## config.mk

```make
export PLATFORM = sky130hd
export DESIGN_NAME = reg12_arbiter
export DESIGN_NICKNAME = d
export VERILOG_FILES = /design/src/rtl/reg12_arbiter.sv
export SDC_FILE = /design/constraint.sdc
export NUM_CORES = 1
export LEC_CHECK = 0
export BUFFER_PORTS_ARGS = -buffer_cell sky130_fd_sc_hd__buf_2
export CORE_MARGIN = 1
export CORE_UTILIZATION = 39
export DETAILED_ROUTE_END_ITERATION = 6
export PLACE_DENSITY = 0.68
export SLEW_MARGIN = 20
export SYNTH_ARGS = -nofsm -noshare
export SYNTH_HDL_FRONTEND = slang
export SYNTH_SLANG_ARGS = --single-unit
```

## constraint.sdc

```tcl
create_clock -name clk -period 3.3 [get_ports clk]
set_input_delay 0.495 -clock clk [delete_from_list [all_inputs] [get_ports clk]]
set_output_delay 0.495 -clock clk [all_outputs]
set_load 0.01 [all_outputs]
```

## src/rtl/reg12_arbiter.sv

```systemverilog
// Round-robin arbiter granting three requesters bounded ownership
// of a shared 12-bit register, with a release gap between owners.
module reg12_arbiter #(
    parameter int HOLD_MAX = 8
) (
    input  logic        clk,
    input  logic        reset,
    input  logic [2:0]  req,
    input  logic [2:0]  we,
    input  logic [11:0] d0,
    input  logic [11:0] d1,
    input  logic [11:0] d2,
    output logic [2:0]  grant,
    output logic [11:0] q,
    output logic        busy
);

    typedef enum logic [1:0] {
        IDLE = 2'd0,
        OWN  = 2'd1,
        REL  = 2'd2
    } state_t;

    localparam logic [3:0] LP_LAST = 4'(HOLD_MAX - 1);

    state_t      r_state;
    logic [3:0]  r_cnt;
    logic [1:0]  r_last;
    logic [1:0]  r_own;
    logic [2:0]  r_grant;
    logic [11:0] r_q;
    logic        r_busy;

    logic [1:0]  w_o0;
    logic [1:0]  w_o1;
    logic [1:0]  w_o2;
    logic [1:0]  w_win;
    logic        w_wr;
    logic [11:0] w_wd;
    logic        w_done;

    // search order starts just after the previous owner
    always_comb begin
        w_o0 = 2'd0;
        w_o1 = 2'd1;
        w_o2 = 2'd2;
        unique case (r_last)
            2'd0: begin
                w_o0 = 2'd1;
                w_o1 = 2'd2;
                w_o2 = 2'd0;
            end
            2'd1: begin
                w_o0 = 2'd2;
                w_o1 = 2'd0;
                w_o2 = 2'd1;
            end
            default: begin
                w_o0 = 2'd0;
                w_o1 = 2'd1;
                w_o2 = 2'd2;
            end
        endcase
    end

    always_comb begin
        w_win = w_o2;
        if (req[w_o0])
            w_win = w_o0;
        else if (req[w_o1])
            w_win = w_o1;
    end

    always_comb begin
        w_wr = |(r_grant & we);
        w_wd = d2;
        unique case (1'b1)
            r_grant[0]: w_wd = d0;
            r_grant[1]: w_wd = d1;
            default:    w_wd = d2;
        endcase
    end

    assign w_done = !req[r_own] || (r_cnt == LP_LAST);

    always_ff @(posedge clk) begin
        if (reset) begin
            r_state <= IDLE;
            r_cnt   <= 4'd0;
            r_last  <= 2'd2;
            r_own   <= 2'd0;
            r_grant <= 3'b000;
            r_busy  <= 1'b0;
            r_q     <= 12'h000;
        end else begin
            if (w_wr)
                r_q <= w_wd;
            unique case (r_state)
                IDLE: begin
                    if (|req) begin
                        r_state <= OWN;
                        r_own   <= w_win;
                        r_grant <= 3'b001 << w_win;
                        r_busy  <= 1'b1;
                        r_cnt   <= 4'd0;
                    end
                end
                OWN: begin
                    if (w_done) begin
                        r_state <= REL;
                        r_grant <= 3'b000;
                        r_busy  <= 1'b0;
                        r_last  <= r_own;
                    end else begin
                        r_cnt <= r_cnt + 4'd1;
                    end
                end
                REL: begin
                    r_state <= IDLE;
                end
                default: begin
                    r_state <= IDLE;
                    r_grant <= 3'b000;
                    r_busy  <= 1'b0;
                end
            endcase
        end
    end

    assign grant = r_grant;
    assign q     = r_q;
    assign busy  = r_busy;

endmodule

```

## Word-level counts from Yosys, hierarchy flattened

Index checks and enable logic that the tools add are counted.

| word-level totals | value |
|---|---|
| output and inout port bits | 16 |
| bits in registers | 26 |
| input port bits | 44 |

| operators by class | value |
|---|---|
| bitwise operators | 2 |
| add/sub/neg operators | 1 |
| equal/unequal tests | 7 |
| shift-type cells | 1 |
| reduce and logical (&&, ||, !) cells | 12 |
| order comparisons | 3 |
| muxes and demuxes | 24 |

Operator list:

| cell | number |
|---|---|
| case mux 12 bit (2 select lines) | 1 |
| case mux 2 bit (2 select lines) | 4 |
| less-than comparator 2 x 3 -> 1 bit, second input constant | 3 |
| case mux 3 bit (3 select lines) | 1 |
| two-way mux 2 bit | 4 |
| two-way mux 4 bit | 2 |
| case mux 4 bit (2 select lines) | 1 |
| binary-select mux 1 bit (select 2 bit) | 3 |
| two-way mux 3 bit | 2 |
| != test 2 bit, second input constant | 3 |
| AND reduction 2 bit | 3 |
| AND reduction 3 bit | 2 |
| OR reduction 3 bit | 2 |
| two-way mux 1 bit | 5 |
| adder 4 x 1 -> 4 bit, second input constant | 1 |
| == test 2 x 1 -> 1 bit, second input constant | 2 |
| == test 4 x 3 -> 1 bit, second input constant | 1 |
| zero test 2 bit | 2 |
| bitwise AND 3 bit | 1 |
| case mux 1 bit (3 select lines) | 1 |
| left shift 1 x 2 -> 3 bit, first input constant | 1 |
| == test 2 bit, second input constant | 1 |
| nonzero test 2 bit | 1 |
| zero test 1 bit | 1 |
| other kinds (2) | 2 |

## Longest topological paths before layout

Gate-level depths: netlist of the first run.

| logic depth | value |
|---|---|
| depth in word-level cells | 9 |
| mapped depth | 5 |
| depth with buffers taken out | 5 |

## Worst setup path after synthesis of the first run

No wires, ideal clock.

| timing | value |
|---|---|
| path kind | input to register |
| start | input req[0] |
| end | register r_cnt[0] |
| buffers on the path | 0 |
| path slack | 1,879 ps |
| cell stages on the path | 4 |
| arrival | 1,354 ps |
| path through | nor2b_1 a211oi_2 or4_4 a21oi_2 |

| on the way | value |
|---|---|
| word-level cells in the longest chain between the ends | 6 |

Ends and longest elaborated chain:

| item | RTL line | RTL |
|---|---|---|
| start: declaration | 8 | `input logic [2:0] req,` |
| binary-select mux 1 bit (select 2 bit) | 84 | `assign w_done = !req[r_own] \|\| (r_cnt == LP_LAST);` |
| two-way mux 1 bit (implied by the code) | 84 |  |
| zero test 1 bit | 84 |  |
| logical OR 1 bit | 84 |  |
| != test 2 bit (no source line) | n/a |  |
| AND reduction 3 bit (no source line) (*) | n/a |  |
| end signal: assignment | 115 | `r_cnt <= r_cnt + 4'd1;` |
| end: declaration | 27 | `logic [3:0] r_cnt;` |

Mark *: on every way between the ends. The rest lies on a longest branch, timed or not. The select of a mux whose other input is x is not followed.
A chain may end at the register's enable or synchronous reset.

## Worst setup path after layout of the first run

| timing | value |
|---|---|
| start | register r_grant[0], in the netlist grant[0] |
| end | register r_q[1], in the netlist q[1] |

| on the way | value |
|---|---|
| word-level cells in the longest chain between the ends | 2 |

Ends and longest elaborated chain:

| item | RTL line | RTL |
|---|---|---|
| start: declaration | 30 | `logic [2:0] r_grant;` |
| start signal: assignment | 103 | `r_grant <= 3'b001 << w_win;` |
| bitwise AND 3 bit | 75 | `w_wr = \|(r_grant & we);` |
| OR reduction 3 bit | 75 |  |
| end signal: assignment | 97 | `r_q <= w_wd;` |
| end: declaration | 31 | `logic [11:0] r_q;` |

Parallel ways exist; a longest one is shown, timed or not.

==> results of run 1 <==
per-stage QoR:
stage               instance area [sq um]  std cells  hold slack, ns  power, uW
floorplan                            1300        151           0.456        610
detailed placement                   1620        246           0.479        709
CTS                                  1670        250           0.422        929
global placement                     1620        246           0.471        698
finish                               1670        250           0.452        918
global route                         1670        250           0.436        985
how the worst max path moves through the flow:
stage / to / slack (ns)
after detailed placement: q[1]$_SDFFE_PP0P_ / 1.48
after CTS: q[1]$_SDFFE_PP0P_ / 1.45
after floorplan: r_cnt[0]$_SDFFE_PP0P_ / 1.88
after global placement: q[1]$_SDFFE_PP0P_ / 1.55
final: q[1]$_SDFFE_PP0P_ / 1.43
after global routing: q[5]$_SDFFE_PP0P_ / 1.17
where the power goes:
| group | total [uW] | internal [uW] | switching, uW |
|---|---|---|---|
| sequential | 412 | 362 | 49.4 |
| combinational | 290 | 131 | 159 |
| clock | 216 | 123 | 93.5 |
sequential cells by signal, indices dropped and copies added, names as in the netlist:
register,cells
q,12
grant,3
r_own,2
r_state,2
busy,1
r_cnt,4
r_last,2
synthesized netlist by cell type:
master / n
a221oi_2: 1
a211oi_1: 11
o21ai_0: 2
or3_1: 1
nor4_2: 1
a21oi_2: 1
mux2i_1: 3
or4_4: 1
clkbuf_2: 1
o31a_1: 2
dfxtp_1: 26
a2bb2oi_1: 1
a211o_1: 1
nand2b_4: 1
a22o_1: 11
a311oi_1: 1
nor2b_1: 3
a22oi_1: 2
a211oi_2: 1
nor4_1: 2
o32ai_1: 1
nand2_1: 8
o2bb2ai_2: 1
o211ai_1: 1
a21oi_1: 16
nor3_1: 6
nand4_1: 3
nand2b_1: 4
inv_1: 4
nand3_1: 3
o311ai_0: 3
buf_2: 1
nor2_1: 19
clkbuf_1: 6
and2_1: 1
ha_1: 1
routing by layer:
layer	global-route usage [%]	up-vias	wire, um
li1	-	682	-
met2	34.1	46	1560
met3	3.25	6	214
met4	7.64	0	42
met5	0	-	0
met1	21.0	611	1370
cells by family (layout without fill, tap and decap cells):
group | after synthesis | count (layout) | share of synthesized area [%]
and+or+nand+nor | 53 | 53 | 20.8
DFF | 26 | 26 | 39.9
buffers and inverters | 12 | 67 | 3.65
AOI/OAI and AO/OA | 56 | 56 | 32.3
adders and majority gates | 1 | 1 | 0.960
muxes | 3 | 3 | 2.30
worst max-delay path, delay by kind of cell (launching register included):
family / cells / cell delay, ns
AOI/OAI and AO/OA: 2 / 0.45
and+or+nand+nor: 2 / 0.63
DFF: 1 / 0.70
area by class of cell:
class / count / area (sq um)
Fill cell: 334 / 1430
Multi-Input combinational cell: 113 / 736
Sequential cell: 26 / 520
Timing Repair Buffer: 59 / 295
Tap cell: 44 / 55.1
Clock inverter: 1 / 30.0
Clock buffer: 3 / 22.5
Inverter: 4 / 15.0
==> metrics.cfg, run 1 <==
[outcome]
outcome = finished clean

[global_route]
grt.overflow.total = 0
grt_pass1_vias = 1224
antenna_found_initial = 0
grt_max_degree = 25
grt_usage_pct = 18.6
grt_pass1_wl_um = 5050

[yosys]
yosysSeqAreaShare_pct = 39.9
netlist.area_leader.share_pct = 39.9
syn-num-nets = 196
netlist_area_sq_um = 1300
syn_avg_cell_area_sq_um = 8.63
yosysWarnings = 0
synth_seq_cells = 26
netlist_instances = 151
yosysUniqueCellTypes = 36
synth_area_leaders = dfxtp_1, a22o_1, a211oi_1
yosys.area.top_type = dfxtp_1

[finish]
mostFrequentLayoutCells = buf_2, dfxtp_1, nor2_1, a21oi_1
insertedDiodeCount = 0
fin_util_pct = 54.0
area_delta_synth_final_pct = 28.4
fin_nets = 252
final_common_cell = buf_2
drive_above_1_share_pct = 34.0

[route]
postRouteAntennaNets = 0
first_pass_iters = 5
drt_wl_total_um = 3180
via_count = 1345
via_per_inst = 5.38
wl_per_cell_um = 12.7
drt_iter0_drc = 75
drc = 0

[min_path]
min_path_type = in -> reg
hp-start = d1[1]
hold_end = q[1]$_SDFFE_PP0P_
holdPathStages = 3

[timing]
hold_violations = 0
slew_violations = 0
fin_ws_ns = 1.43
slew_headroom_pct = 49.0
fmax_ghz = 0.534
min_period_ns = 1.87
worstMarginPinSlew_ns = 0.762
period_share_pct = 56.8
finalClockSkew_ns = 0.00909
rsz0062_at_grt = false
finalSetupViolCount = 0
fin_setup_tns_ns = 0

[run]
drv_cap = 0

[setup_path]
end_kind = flop
timing.rr.start = grant[0]$_SDFFE_PP0P_
reg2reg_depth = 4
cp.arrival_ns = 2.10
path_max_fanout = 24
required_ns = 3.53
crit_path_start_kind = flop
cp_cell_sequence = a22oi_1 -> nand2_1 -> nor2_1 -> a311oi_1
crit_start = grant[0]$_SDFFE_PP0P_
critPathKind = reg -> reg
ff2ff_setup_slack_ns = 1.43
cpPeakStageDelay_ns = 0.70
crit_slowest_cell = dfxtp_1
r2r-end = q[1]$_SDFFE_PP0P_

[cts]
post_cts_buffers = 0
clk_latency_ns = 0.32
cts_resized = 0
cts_hold_buf = 0
cts-root-buf = clkbuf_4
tritoncts = built
clkTransAtPathRegs_ns = 0.14
cts_inserted_buffers = 3
clockBufferDepth = 2
cts.sinks = 26
h-tree-depth = 1

[die]
placementRows = 20
start_util_pct = 42.0
die_width_um = 59.8
dieArea_sq_um = 3580
die_h_um = 59.8
ioPinCount = 60
core-area_sq_um = 3100

[placement]
io_buffer_count = 59
dp_hpwl_um = 2440
dpl_worst_slack_ns = 1.48
gp_congestion = 0.847

[power_and_ir_drop]
leakage_uw = 0.000736
cellPowerDensity_nw_per_um2 = 548
ir_drop_uv = 209

Note: power is estimated with default switching activity, not from simulation.
==> run 2, diff against run 1 <==
--- a/config.mk
+++ b/config.mk
@@ -9,7 +9,7 @@
 export CORE_MARGIN = 1
 export CORE_UTILIZATION = 39
 export DETAILED_ROUTE_END_ITERATION = 6
-export PLACE_DENSITY = 0.68
+export PLACE_DENSITY = 0.7
 export SLEW_MARGIN = 20
 export SYNTH_ARGS = -nofsm -noshare
 export SYNTH_HDL_FRONTEND = slang
==> constraint.sdc (replaced) <==
create_clock -name clk -period 1.6 [get_ports clk]
set_input_delay 0.24 -clock clk [delete_from_list [all_inputs] [get_ports clk]]
set_output_delay 0.24 -clock clk [all_outputs]
set_load 0.01 [all_outputs]
==> metrics.cfg, run 2 (same netlist as run 1, synthesis figures left out) <==
[finish]
regArea_sq_um = 522  ; was 520 sq um
fin_util_pct = 55.7  ; was 54.0%
multi_input_area_sq_um = 736  ; unchanged
area_delta_synth_final_pct = 32.5  ; was 28.4%
fin_nets = 259  ; was 252
largest_reg_flops = 12  ; unchanged
mostFrequentLayoutCells = buf_2, dfxtp_1, nor2_1, a21oi_1  ; unchanged
final.fill_count = 312  ; was 334
final_cells = 257  ; was 250
final_common_cell = buf_2  ; unchanged
insertedDiodeCount = 0  ; unchanged
drive_above_1_share_pct = 36.6  ; was 34.0%
post-route-cell-area_sq_um = 1730  ; was 1670 sq um

[cts]
clk_latency_ns = 0.34  ; was 0.32 ns
cts_hold_buf = 0  ; unchanged
tritoncts = built  ; unchanged
h-tree-depth = 1  ; unchanged
clkTransAtPathRegs_ns = 0.15  ; was 0.14 ns
cts.sinks = 26  ; unchanged
cts-root-buf = clkbuf_4  ; unchanged
clockBufferDepth = 2  ; unchanged
post_cts_buffers = 0  ; unchanged
cts_inserted_buffers = 3  ; unchanged

[route]
postRouteAntennaNets = 0  ; unchanged
drt_iter0_drc = 55  ; was 75
via_per_inst = 5.34  ; was 5.38
wl_per_cell_um = 13.1  ; was 12.7 um
via_count = 1372  ; was 1345
drt_wl_total_um = 3370  ; was 3180 um
drc = 0  ; unchanged
first_pass_iters = 4  ; was 5

[die]
ioPinCount = 60  ; unchanged
core-area_sq_um = 3100  ; unchanged
start_util_pct = 42.0  ; unchanged
die_h_um = 59.8  ; unchanged
dieArea_sq_um = 3580  ; unchanged
die_width_um = 59.8  ; unchanged
placementRows = 20  ; unchanged

[setup_path]
end_kind = flop  ; unchanged
critPathKind = reg -> reg  ; unchanged
path_max_fanout = 6  ; was 24
crit_path_start_kind = flop  ; unchanged
cpPeakStageDelay_ns = 0.52  ; was 0.70 ns
cp_cell_sequence = ha_1 -> nand2_1 -> o2bb2ai_2 -> or4_4 -> a21oi_2  ; was a22oi_1 -> nand2_1 -> nor2_1 -> a311oi_1
ff2ff_setup_slack_ns = 0.08  ; was 1.43 ns
required_ns = 1.89  ; was 3.53 ns
crit_slowest_cell = or4_4  ; was dfxtp_1
cp.arrival_ns = 1.81  ; was 2.10 ns

[timing]
fmax_ghz = 0.659  ; was 0.534 GHz
period_share_pct = 94.8  ; was 56.8%
fin_setup_tns_ns = 0  ; unchanged
rsz0062_at_grt = false  ; unchanged
finalSetupViolCount = 0  ; unchanged
min_period_ns = 1.52  ; was 1.87 ns
slew_headroom_pct = 73.9  ; was 49.0%
slew_violations = 0  ; unchanged
finalClockSkew_ns = 0.0174  ; was 0.00909 ns
hold_violations = 0  ; unchanged
holdWs_ns = 0.159  ; was 0.452 ns
worstMarginPinSlew_ns = 0.387  ; was 0.762 ns

[placement]
gp_congestion = 0.908  ; was 0.847
io_buffer_count = 59  ; unchanged
dp.cells = 253  ; was 246
post_dp_cell_area_sq_um = 1670  ; was 1620 sq um
dp_hpwl_um = 2580  ; was 2440 um

[outcome]
outcome = finished clean  ; unchanged

[power_and_ir_drop]
ir_drop_uv = 398  ; was 209 uV
leakage_uw = 0.000771  ; was 0.000736 uW
cellPowerDensity_nw_per_um2 = 1130  ; was 548 nW/um^2

[global_route]
antenna_found_initial = 0  ; unchanged
grt_pass1_vias = 1233  ; was 1224
grt.overflow.total = 0  ; unchanged
grt_max_degree = 25  ; unchanged
grt_pass1_wl_um = 5400  ; was 5050 um
grt_usage_pct = 19.9  ; was 18.6%

[run]
drv_cap = 0  ; unchanged

[min_path]
min_path_type = in -> reg  ; unchanged

-- run 2: final timing paths --
kind / start / to / depth (start not counted)
setup / recovery: r_cnt[0]$_SDFFE_PP0P_ / r_cnt[0]$_SDFFE_PP0P_ / 5
setup reg to reg: r_cnt[0]$_SDFFE_PP0P_ / r_cnt[0]$_SDFFE_PP0P_ / 5
hold / removal: d1[1] / q[1]$_SDFFE_PP0P_ / 3
hold reg to reg: busy$_SDFFE_PP0P_ / busy$_SDFFE_PP0P_ / 2
-- run 2: final cells by class --
type                    count  area share [%]
multi-input cells         113            42.6
inverters                   4           0.869
well taps                  44            3.19
repair buffers             66            20.1
clock buffers               3            1.30
flip-flops and latches     26            30.2
clock inverters             1            1.74
-- run 2: metal layers --
metal | share of wire (%) | vias up | GRT usage [%]
met2 | 49 | 48 | 37.5
met4 | 1.3 | 0 | 6.98
met5 | 0 | - | 0
met1 | 44 | 618 | 23.0
met3 | 5.4 | 5 | 1.95
li1 | - | 701 | -
-- run 2: per-stage QoR --
stage / setup WS (ns) / power, uW
after floorplan: 0.201 / 1260
after global placement: 0.172 / 1480
after detailed placement: 0.101 / 1510
after CTS: 0.0697 / 1960
after global routing: 0.00688 / 2070
final: 0.0833 / 1950
-- run 2: what timing repair did --
item | 4_1_cts | 5_1_grt
hold endpoints to repair | 0 | 0
resized for setup | 0 | 1
setup endpoints to repair | 0 | 2
-- run 2: power breakdown --
group	switching, uW	total (uW)	leakage, uW	internal [uW]
clock network	206	459	0.0000279	254
logic	352	657	0.000529	306
registers	86.0	834	0.000214	748
-- run 2: critical path: cells and delay by family (launching register included) --
kind / cells / cell delay, ns
DFF: 1 / 0.37
and+or+nand+nor: 2 / 0.63
AOI/OAI and AO/OA: 2 / 0.25
adders and majority gates: 1 / 0.22
==> run 3, diff against run 2 <==
--- a/config.mk
+++ b/config.mk
@@ -5,6 +5,7 @@
 export SDC_FILE = /design/constraint.sdc
 export NUM_CORES = 1
 export LEC_CHECK = 0
+export ABC_AREA = 1
 export BUFFER_PORTS_ARGS = -buffer_cell sky130_fd_sc_hd__buf_2
 export CORE_MARGIN = 1
 export CORE_UTILIZATION = 39
==> metrics.cfg, run 3 <==
[placement]
io_buffer_count = 59  ; unchanged
dp_hpwl_um = 2430  ; was 2580 um
dpl_worst_slack_ns = 0.353  ; was 0.101 ns
gp_congestion = 0.788  ; was 0.908

[yosys]
synth_seq_cells = 26  ; unchanged
yosysUniqueCellTypes = 25  ; was 36
ys.flop_type = dfxtp_1  ; unchanged
yosysWarnings = 0  ; unchanged
yosysSeqAreaShare_pct = 38.7  ; was 39.9%
netlist.area_leader.share_pct = 38.7  ; was 39.9%
syn-num-nets = 229  ; was 196
netlist_area_sq_um = 1340  ; was 1300 sq um
netlist_instances = 184  ; was 151
async_flop_share_pct = 0  ; unchanged
synth_area_leaders = dfxtp_1, nand2_1, a21oi_1  ; was dfxtp_1, a22o_1, a211oi_1
synth_edf_count = 0  ; unchanged
synth_common_cells = nand2_1, dfxtp_1, a21oi_1  ; was dfxtp_1, nor2_1, a21oi_1
syn_avg_cell_area_sq_um = 7.30  ; was 8.63 sq um
yosysMostFrequentCell = nand2_1  ; was dfxtp_1
yosys.area.top_type = dfxtp_1  ; unchanged

[cts]
cts_inserted_buffers = 3  ; unchanged
cts-root-buf = clkbuf_4  ; unchanged
cts_hold_buf = 0  ; unchanged
tritoncts = built  ; unchanged
cts.sinks = 26  ; unchanged
post_cts_buffers = 0  ; unchanged
h-tree-depth = 1  ; unchanged
clkTransAtPathRegs_ns = 0.15  ; about the same
clockBufferDepth = 2  ; unchanged
cts_resized = 0  ; unchanged
clk_latency_ns = 0.32  ; was 0.34 ns

[min_path]
min_path_type = in -> reg  ; unchanged
hold_end = q[0]$_SDFFE_PP0P_  ; was q[1]$_SDFFE_PP0P_
hp-start = d2[0]  ; was d1[1]
holdPathStages = 3  ; unchanged

[setup_path]
cp_cell_sequence = buf_4 -> buf_2  ; was ha_1 -> nand2_1 -> o2bb2ai_2 -> or4_4 -> a21oi_2
cp.arrival_ns = 1.08  ; was 1.81 ns
timing.rr.start = r_cnt[0]$_SDFFE_PP0P_  ; unchanged
critPathTopFamily = buffers and inverters  ; was simple AND/OR/NAND/NOR gates
reg2reg_depth = 5  ; unchanged
end_kind = output pin  ; was flop
crit_slowest_cell = dfxtp_1  ; was or4_4
crit_buf_inv = 2  ; was 0
critPathKind = reg -> out  ; was reg -> reg
required_ns = 1.36  ; was 1.89 ns
path_max_fanout = 15  ; was 6
r2r-end = r_cnt[2]$_SDFFE_PP0P_  ; was r_cnt[0]$_SDFFE_PP0P_
crit_path_start_kind = flop  ; unchanged
cpPeakStageDelay_ns = 0.37  ; was 0.52 ns
ff2ff_setup_slack_ns = 0.36  ; was 0.08 ns

[outcome]
outcome = finished clean  ; unchanged

[global_route]
grt_pass1_wl_um = 5180  ; was 5400 um
grt.overflow.total = 0  ; unchanged
grt_max_degree = 25  ; unchanged
grt_pass1_vias = 1244  ; was 1233
grt_usage_pct = 18.6  ; was 19.9%
antenna_found_initial = 0  ; unchanged

[power_and_ir_drop]
leakage_uw = 0.000862  ; was 0.000771 uW
internal_power_uw = 1110  ; was 1310 uW
ir_drop_uv = 430  ; was 398 uV
power_frac_comb_pct = 33.7  ; about the same
switching_share_pct = 34.2  ; was 33.0%
pwr-share-clk_pct = 19.7  ; was 23.5%
cellPowerDensity_nw_per_um2 = 977  ; was 1130 nW/um^2
p_switching_uw = 576  ; was 643 uW
seqPwrFrac_pct = 46.6  ; was 42.8%

[route]
via_per_inst = 4.88  ; was 5.34
wl_per_cell_um = 11.2  ; was 13.1 um
drc = 0  ; unchanged
first_pass_iters = 4  ; unchanged
drt_iter0_drc = 46  ; was 55
postRouteAntennaNets = 0  ; unchanged
via_count = 1405  ; was 1372
drt_wl_total_um = 3230  ; was 3370 um

[finish]
area_delta_synth_final_pct = 28.2  ; was 32.5%
insertedDiodeCount = 0  ; unchanged
drive_above_1_share_pct = 34.0  ; was 36.6%
final_common_cell = buf_2  ; unchanged
mostFrequentLayoutCells = buf_2, nand2_1, dfxtp_1, a21oi_1, inv_1  ; was buf_2, dfxtp_1, nor2_1, a21oi_1
largest_reg_flops = 12  ; unchanged
fin_nets = 290  ; was 259

[die]
ioPinCount = 60  ; unchanged
start_util_pct = 42.6  ; was 42.0%
die_width_um = 60.7  ; was 59.8 um
core-area_sq_um = 3150  ; was 3100 sq um
die_h_um = 60.7  ; was 59.8 um
dieArea_sq_um = 3680  ; was 3580 sq um
placementRows = 20  ; unchanged

[timing]
slew_headroom_pct = 68.1  ; was 73.9%
hold_violations = 0  ; unchanged
finalClockSkew_ns = 0.0124  ; was 0.0174 ns
slew_violations = 0  ; unchanged
min_period_ns = 1.32  ; was 1.52 ns
fmax_ghz = 0.756  ; was 0.659 GHz
rsz0062_at_grt = false  ; unchanged
fin_ws_ns = 0.277  ; was 0.0833 ns
fin_setup_tns_ns = 0  ; unchanged
worstMarginPinSlew_ns = 0.478  ; was 0.387 ns
finalSetupViolCount = 0  ; unchanged
period_share_pct = 82.7  ; was 94.8%

[run]
drv_cap = 0  ; unchanged

run 3: worst max path at each step:
stage / from / to / cells past startpoint
6_report: grant[0]$_SDFFE_PP0P_ / grant[0] / 2
5_1_grt: grant[0]$_SDFFE_PP0P_ / grant[0] / 2
4_1_cts: grant[0]$_SDFFE_PP0P_ / grant[0] / 2
3_5_place_dp: we[1] / q[10]$_SDFFE_PP0P_ / 5
3_3_place_gp: r_cnt[0]$_SDFFE_PP0P_ / r_cnt[2]$_SDFFE_PP0P_ / 5
2_1_floorplan: r_cnt[0]$_SDFFE_PP0P_ / r_cnt[2]$_SDFFE_PP0P_ / 5
run 3: worst reg2reg max path: stages (launching register included):
cell and delay (ns):
dfxtp_1 0.36, ha_1 0.22, or2_2 0.30, a21oi_1 0.13, nand2_1 0.07, a21oi_1 0.11
run 3: area by class of cell:
type / instances / area [sq um]
repair buffers: 63 / 325
flip-flops and latches: 26 / 520
multi-input cells: 129 / 703
well taps: 44 / 55.1
clock buffers: 4 / 36.3
fillers: 326 / 1430
inverters: 22 / 82.6
run 3: layer usage:
| metal | routed length [um] | up-vias | part of all wire (%) | track usage, % |
|---|---|---|---|---|
| met5 | 0 | - | 0 | 0 |
| met4 | 44 | 0 | 1.4 | 6.82 |
| met3 | 132 | 4 | 4.1 | 2.77 |
| met2 | 1520 | 39 | 47 | 30.8 |
| met1 | 1540 | 624 | 48 | 24.7 |
| li1 | - | 738 | - | - |
run 3: power by group through the flow:
| stage | clock, uW | sequential (uW) | combinational, uW |
|---|---|---|---|
| after floorplan | 0 | 828 | 340 |
| after global placement | 0 | 801 | 560 |
| after detailed placement | 0 | 798 | 568 |
| after CTS | 344 | 784 | 570 |
| after global routing | 359 | 796 | 643 |
| final | 332 | 784 | 567 |
run 3: kinds of logic after synthesis:
group / synth area share, %
compound gates: 25.1
xor+xnor: 0.652
fa+ha+maj: 0.931
buf+inv: 8.94
flops: 38.7
simple gates: 25.6
run 3: stage by stage:
| step | util, % | cells | hold WS (ns) | total power (uW) | area [sq um] |
|---|---|---|---|---|---|
| CTS | 54.6 | 288 | 0.163 | 1700 | 1720 |
| detailed placement | 53.5 | 284 | 0.465 | 1370 | 1690 |
| global route | 54.6 | 288 | 0.181 | 1800 | 1720 |
| finish | 54.6 | 288 | 0.164 | 1680 | 1720 |
| floorplan | - | 184 | 0.411 | 1170 | 1340 |
| global placement | 53.5 | 284 | 0.467 | 1360 | 1690 |
